[config.mk]
export PLATFORM = sky130hd
export DESIGN_NAME = decode_stage
export DESIGN_NICKNAME = d
export VERILOG_FILES = /design/src/rtl/decode_stage.sv
export SDC_FILE = /design/constraint.sdc
export NUM_CORES = 1
export LEC_CHECK = 0
export CAP_MARGIN = 0
export CORE_MARGIN = 1.5
export CORE_UTILIZATION = 39
export CTS_CLUSTER_DIAMETER = 150
export DETAILED_ROUTE_END_ITERATION = 12
export GPL_ROUTABILITY_DRIVEN = 0
export PLACE_DENSITY = 0.8
export SYNTH_ARGS = -nofsm -noshare
export SYNTH_HDL_FRONTEND = slang
export SYNTH_SLANG_ARGS = --single-unit
[constraint.sdc]
create_clock -name clock -period 2.4 [get_ports clock]
set_input_delay 0.24 -clock clock [delete_from_list [all_inputs] [get_ports clock]]
set_output_delay 0.24 -clock clock [all_outputs]
set_load 0.1 [all_outputs]
[src/rtl/decode_stage.sv]
// ---------------------------------------------------------------------------
// decode_stage
//
// Decode/issue stage of the 5-stage pipeline, between register-file read and
// execute. Forms the ALU operands (with a sign- or zero-extended immediate
// for I-type instructions), holds them in the D/X pipeline register, and
// inserts a single bubble on a load-use hazard. A saturating counter records
// how many hazard bubbles were inserted.
//
// Ports
//   clock, reset           rising-edge clock, synchronous active-high reset
//   in_valid, in_nop       upstream instruction present / is a nop
//   pc, target             instruction PC and jump target
//   opcode, rd, rs, rt,
//   shamt, aluop           instruction fields
//   imm                    raw immediate (IMM_W bits)
//   en, mwen, lw           regfile write enable, memory write enable, load
//   data_readRegA/B        regfile read data for rs / rt
//   flush                  squash the stage (taken branch / jump)
//   ex_ready               execute accepts the D/X contents this cycle
//   stall                  combinational; upstream must hold its inputs
//   out_*                  registered D/X contents
//   num_a, num_b           registered ALU operands
//   out_regB               registered raw rt data (store data, branch compare)
//   stall_count            saturating count of hazard bubbles
//
// Handshake: the D/X register holds a valid instruction until a cycle in
// which ex_ready is high; a bubble (out_valid=0) is always replaceable, so
// ex_ready is ignored while out_valid is low. Upstream holds pc/fields/data
// steady in any cycle where stall is high and re-presents them next cycle.
// ---------------------------------------------------------------------------
module decode_stage #(
  parameter int unsigned DATA_W   = 32,
  parameter int unsigned PC_W     = 12,
  parameter int unsigned IMM_W    = 17,
  parameter bit          SIGN_EXT = 1'b1,
  parameter int unsigned CNT_W    = 16
) (
  input  logic              clock,
  input  logic              reset,
  input  logic              in_valid,
  input  logic              in_nop,
  input  logic [PC_W-1:0]   pc,
  input  logic [4:0]        opcode,
  input  logic [4:0]        rd,
  input  logic [4:0]        rs,
  input  logic [4:0]        rt,
  input  logic [4:0]        shamt,
  input  logic [4:0]        aluop,
  input  logic [IMM_W-1:0]  imm,
  input  logic [PC_W-1:0]   target,
  input  logic              en,
  input  logic              mwen,
  input  logic              lw,
  input  logic [DATA_W-1:0] data_readRegA,
  input  logic [DATA_W-1:0] data_readRegB,
  input  logic              flush,
  input  logic              ex_ready,
  output logic              stall,
  output logic              out_valid,
  output logic              out_nop,
  output logic [PC_W-1:0]   out_pc,
  output logic [PC_W-1:0]   out_target,
  output logic [4:0]        out_opcode,
  output logic [4:0]        out_rd,
  output logic [4:0]        out_shamt,
  output logic [4:0]        out_aluop,
  output logic [DATA_W-1:0] num_a,
  output logic [DATA_W-1:0] num_b,
  output logic [DATA_W-1:0] out_regB,
  output logic              out_en,
  output logic              out_mwen,
  output logic              out_lw,
  output logic [CNT_W-1:0]  stall_count
);

  localparam logic [4:0] OP_SW  = 5'b00111;
  localparam logic [4:0] OP_AI  = 5'b00101;
  localparam logic [4:0] OP_BNE = 5'b00010;
  localparam logic [4:0] OP_BLT = 5'b00110;

  // Contents of the D/X pipeline register.
  typedef struct packed {
    logic              valid;
    logic              nop;
    logic [PC_W-1:0]   pc;
    logic [PC_W-1:0]   target;
    logic [4:0]        opcode;
    logic [4:0]        rd;
    logic [4:0]        shamt;
    logic [4:0]        aluop;
    logic [DATA_W-1:0] num_a;
    logic [DATA_W-1:0] num_b;
    logic [DATA_W-1:0] regb;
    logic              en;
    logic              mwen;
    logic              lw;
  } dx_t;

  dx_t              r_dx;
  logic [CNT_W-1:0] r_stall_count;

  dx_t              w_dx_next;
  dx_t              w_dx_load;
  dx_t              w_dx_bubble;
  logic [DATA_W-1:0] w_ext;
  logic             w_i_type;
  logic             w_uses_rt;
  logic             w_hazard;
  logic             w_hold;
  logic             w_live;

  // -------------------------------------------------------------------------
  // Immediate extension
  // -------------------------------------------------------------------------
  if (IMM_W < DATA_W) begin : g_ext_wide
    if (SIGN_EXT) begin : g_sign
      assign w_ext = {{(DATA_W-IMM_W){imm[IMM_W-1]}}, imm};
    end else begin : g_zero
      assign w_ext = {{(DATA_W-IMM_W){1'b0}}, imm};
    end
  end else begin : g_ext_full
    assign w_ext = imm;
  end

  // -------------------------------------------------------------------------
  // Decode and hazard detection
  // -------------------------------------------------------------------------
  assign w_i_type  = (opcode == OP_SW) | (opcode == OP_AI) |
                     (opcode == OP_BNE) | (opcode == OP_BLT) | lw;
  // addi and lw write rt-less forms; their rt field is not a source register.
  assign w_uses_rt = ~((opcode == OP_AI) | lw);

  // A load in D/X whose destination is read by the incoming instruction.
  // rd=0 is the hardwired zero register and never creates a dependence.
  assign w_hazard = in_valid & ~in_nop & r_dx.valid & r_dx.lw &
                    (r_dx.rd != 5'd0) &
                    ((rs == r_dx.rd) | (w_uses_rt & (rt == r_dx.rd)));

  // Only a valid instruction can be blocked by execute.
  assign w_hold = r_dx.valid & ~ex_ready;

  // Reset and flush both discard the upstream instruction, so nothing
  // needs to be held in those cycles.
  assign stall = ~reset & ~flush & (w_hazard | w_hold);

  assign w_live = in_valid & ~in_nop;

  always_comb begin
    w_dx_bubble     = '0;
    w_dx_bubble.nop = 1'b1;
  end

  always_comb begin
    w_dx_load        = '0;
    w_dx_load.valid  = in_valid;
    w_dx_load.nop    = in_nop;
    w_dx_load.pc     = pc;
    w_dx_load.target = target;
    w_dx_load.opcode = opcode;
    w_dx_load.rd     = rd;
    w_dx_load.shamt  = shamt;
    w_dx_load.aluop  = aluop;
    w_dx_load.num_a  = data_readRegA;
    w_dx_load.num_b  = w_i_type ? w_ext : data_readRegB;
    w_dx_load.regb   = data_readRegB;
    // Side-effecting controls only travel with a real instruction.
    w_dx_load.en     = en   & w_live;
    w_dx_load.mwen   = mwen & w_live;
    w_dx_load.lw     = lw   & w_live;
  end

  // Next D/X contents; reset is handled in the register process.
  always_comb begin
    w_dx_next = r_dx;
    if (flush) begin
      w_dx_next = w_dx_bubble;
    end else if (w_hold) begin
      w_dx_next = r_dx;
    end else if (w_hazard) begin
      w_dx_next = w_dx_bubble;
    end else begin
      w_dx_next = w_dx_load;
    end
  end

  // -------------------------------------------------------------------------
  // D/X register and bubble counter
  // -------------------------------------------------------------------------
  always_ff @(posedge clock) begin
    if (reset) begin
      r_dx <= w_dx_bubble;
    end else begin
      r_dx <= w_dx_next;
    end
  end

  // Counts only edges where a hazard bubble is actually inserted: not under
  // reset, flush or a backpressure hold.
  always_ff @(posedge clock) begin
    if (reset) begin
      r_stall_count <= '0;
    end else if (~flush & ~w_hold & w_hazard & (r_stall_count != '1)) begin
      r_stall_count <= r_stall_count + CNT_W'(1);
    end
  end

  // -------------------------------------------------------------------------
  // Outputs
  // -------------------------------------------------------------------------
  assign out_valid   = r_dx.valid;
  assign out_nop     = r_dx.nop;
  assign out_pc      = r_dx.pc;
  assign out_target  = r_dx.target;
  assign out_opcode  = r_dx.opcode;
  assign out_rd      = r_dx.rd;
  assign out_shamt   = r_dx.shamt;
  assign out_aluop   = r_dx.aluop;
  assign num_a       = r_dx.num_a;
  assign num_b       = r_dx.num_b;
  assign out_regB    = r_dx.regb;
  assign out_en      = r_dx.en;
  assign out_mwen    = r_dx.mwen;
  assign out_lw      = r_dx.lw;
  assign stall_count = r_stall_count;

endmodule

==> metrics.yaml <==
run_status:
  status: "finished clean"
floorplan:
  die_width_um: 125
  num_rows: 44
  io_pins: 306
  start_util_pct: 39.9
  coreArea_mm2: 0.0145
  die_y_um: 125
  die_area_mm2: 0.0156
synthesis:
  synthesis.yosys.warnings: 0
  synthesis.nets: 676
  synth_enable_flop_cells: 0
  syn_avg_cell_area_um2: 10.9
  synthDistinctLibCells: 45
  synth_ff_type: "dfxtp_1"
  netlist_instances: 531
  yosysTopAreaCell: "dfxtp_1"
  ys_top_cells_by_area: "dfxtp_1, a22o_1, mux2i_1"
  async_reset_ff_share_pct: 0
  synth_seq_cells: 161
  seq_area_frac_synth_pct: 55.8
  synthDominantCellAreaShare_pct: 55.8
  syn_area_mm2: 0.00578
routing:
  drc: 0
  vias: 5526
  final_antenna_net_count: 0
  first_iter_violations: 331
  first_pass_iters: 4
  routed_wl_um: 18200
  routed_via_density: 5.33
  wl_per_cell_um: 17.6
global_routing:
  grt_pass1_wl_um: 29000
  grt_max_degree: 58
  track_usage_pct: 23.1
  grt-ovfl-total: 0
  grt_pass1_vias: 5645
  antenna_found_initial: 0
clock_tree:
  htree_levels: 4
  clkLatencyLatePin_ns: 0.42
  cts_tree: "built"
  root_buffer: "clkbuf_16"
  cts_buffer_depth: 2
  clk_pin_slew_worst_paths_ns: 0.06
  holdBufCountCts: 0
  cts_buffers: 17
  cts.sinks: 161
sta:
  rsz0062_at_grt: "yes"
  setup_slack_ns: 0.00624
  fin_tns_setup_ns: 0
  slew_headroom_pct: 27.8
  max_freq_mhz: 418
  tightest_slew_ns: 1.08
  period_share_pct: 99.7
  finalHoldViolations: 0
  clock_skew_ns: 0.0109
  setup_viol: 0
  drv_slew: 0
  finalHoldWorstSlack_ns: 0.419
  layout_min_cycle_time_ns: 2.39
power_and_ir_drop:
  power_mw: 6.98
  leakagePower_nw: 3.94
  power_density_mw_per_mm2: 745
  ir_drop_v: 0.000508
layout:
  final_cell_mix: "buf_4, clkdlybuf4s50_1, dfxtp_1"
  seq_area_mm2: 0.00326
  final_cells: 1037
  n_fill_cell: 1166
  fin_util_pct: 64.7
  multi_input_area_mm2: 0.00235
  nets: 985
  syn2layout_area_growth_pct: 62.1
  diodes: 0
  final_common_cell: "buf_4"
  layout-drive-gt1-share_pct: 29.9
  fin_area_mm2: 0.00936
placed_design:
  placedCellCount: 1002
  post-place-ws_ns: -0.102
  port_buffers: 305
  dpl.hpwl_um: 13300
  dpl_cell_area_mm2: 0.00874
critical_path:
  worstSetupEndpointType: "primary output"
  crit_type: "input port to primary output"
  arrival_ns: 2.15
  worst-path-max-fanout: 2
  cp.required_ns: 2.16
  start_kind: "input port"
worst_hold_path:
  min_path_type: "input port to flop"
job:
  max-cap-violations: 0
power by group:
group | internal [mW] | switching, mW | total, mW
Sequential | 2.78 | 0.0653 | 2.84
Clock | 1.50 | 1.13 | 2.63
Combinational | 0.475 | 1.02 | 1.50
what timing repair did:
item	in CTS	in global routing
setup buffers	3	0
resized for setup	3	0
pin swaps	5	0
endpoints found under the setup margin	1	1
worst max-delay path, cell delays in order:
cell	delay, ns
clkdlybuf4s50_1	0.47
and3b_1	0.18
a211oi_1	0.36
a22oi_2	0.11
or3_4	0.41
a21boi_4	0.18
buf_12	0.19
kinds of logic after synthesis:
family	share of synthesized area, %
AO/OA/AOI/OAI	25.5
XOR/XNOR	1.52
adder cells (fa/ha/maj)	0.217
buffers and inverters	4.81
flip-flops	55.8
multiplexers	3.73
AND/OR/NAND/NOR	8.40
Yosys cell counts (2+ instances only):
master    count
inv_1         6
buf_2         3
nor2_1       10
mux2_2        3
xor2_1       10
mux2i_1      17
o21ai_0      31
or3_1         2
nand2b_1      3
a32o_1        3
buf_6        12
dfxtp_1     161
o41ai_1       2
clkbuf_1     25
nand4_1       2
o21ai_1       2
and4_1        2
and2_1        3
a21oi_1      27
o31ai_1       9
nor3_1        5
nand2_1      42
nand3_1       7
nor2b_1       6
or4_1        10
a22o_1      108
nor4_1        2
final timing paths:
check	slack, ns	start	to	cells after the start
worst max-delay path	0.006	opcode[1]	stall	7
worst min register to register	0.46	num_b[26]$_SDFFE_PN0N_	num_b[26]$_SDFFE_PN0N_	2
worst max register to register	0.23	out_rd[2]$_SDFFE_PN0N_	num_b[30]$_SDFFE_PN0N_	8
worst min-delay path	0.42	data_readRegA[23]	num_a[23]$_SDFFE_PN0N_	2
final cells by class:
type	instances	area share, %
clock buffers	19	4.84
multi-input cells	322	25.1
well taps	184	2.46
inverters	6	0.241
repair buffers	332	31.2
clock inverters	13	1.34
flip-flops and latches	161	34.8
routing by layer:
metal,wire length [um],up-vias,part of all wire [%],GRT usage (%)
li1,-,2602,-,-
met5,0,-,0,0
met2,9570,212,53,41.5
met3,1280,24,7.0,7.00
met4,328,0,1.8,8.59
met1,7060,2688,39,25.5
sequential cells by signal, indices dropped and copies added, names as in the netlist:
name and flops:
out_regB 32, out_mwen 1, out_pc 12, out_opcode 5, out_target 12, num_b 32
out_aluop 5, out_valid 1, out_en 1, out_lw 1, stall_count 16, out_shamt 5
num_a 32, out_rd 5, out_nop 1
Power figures use the tool's default switching activity.
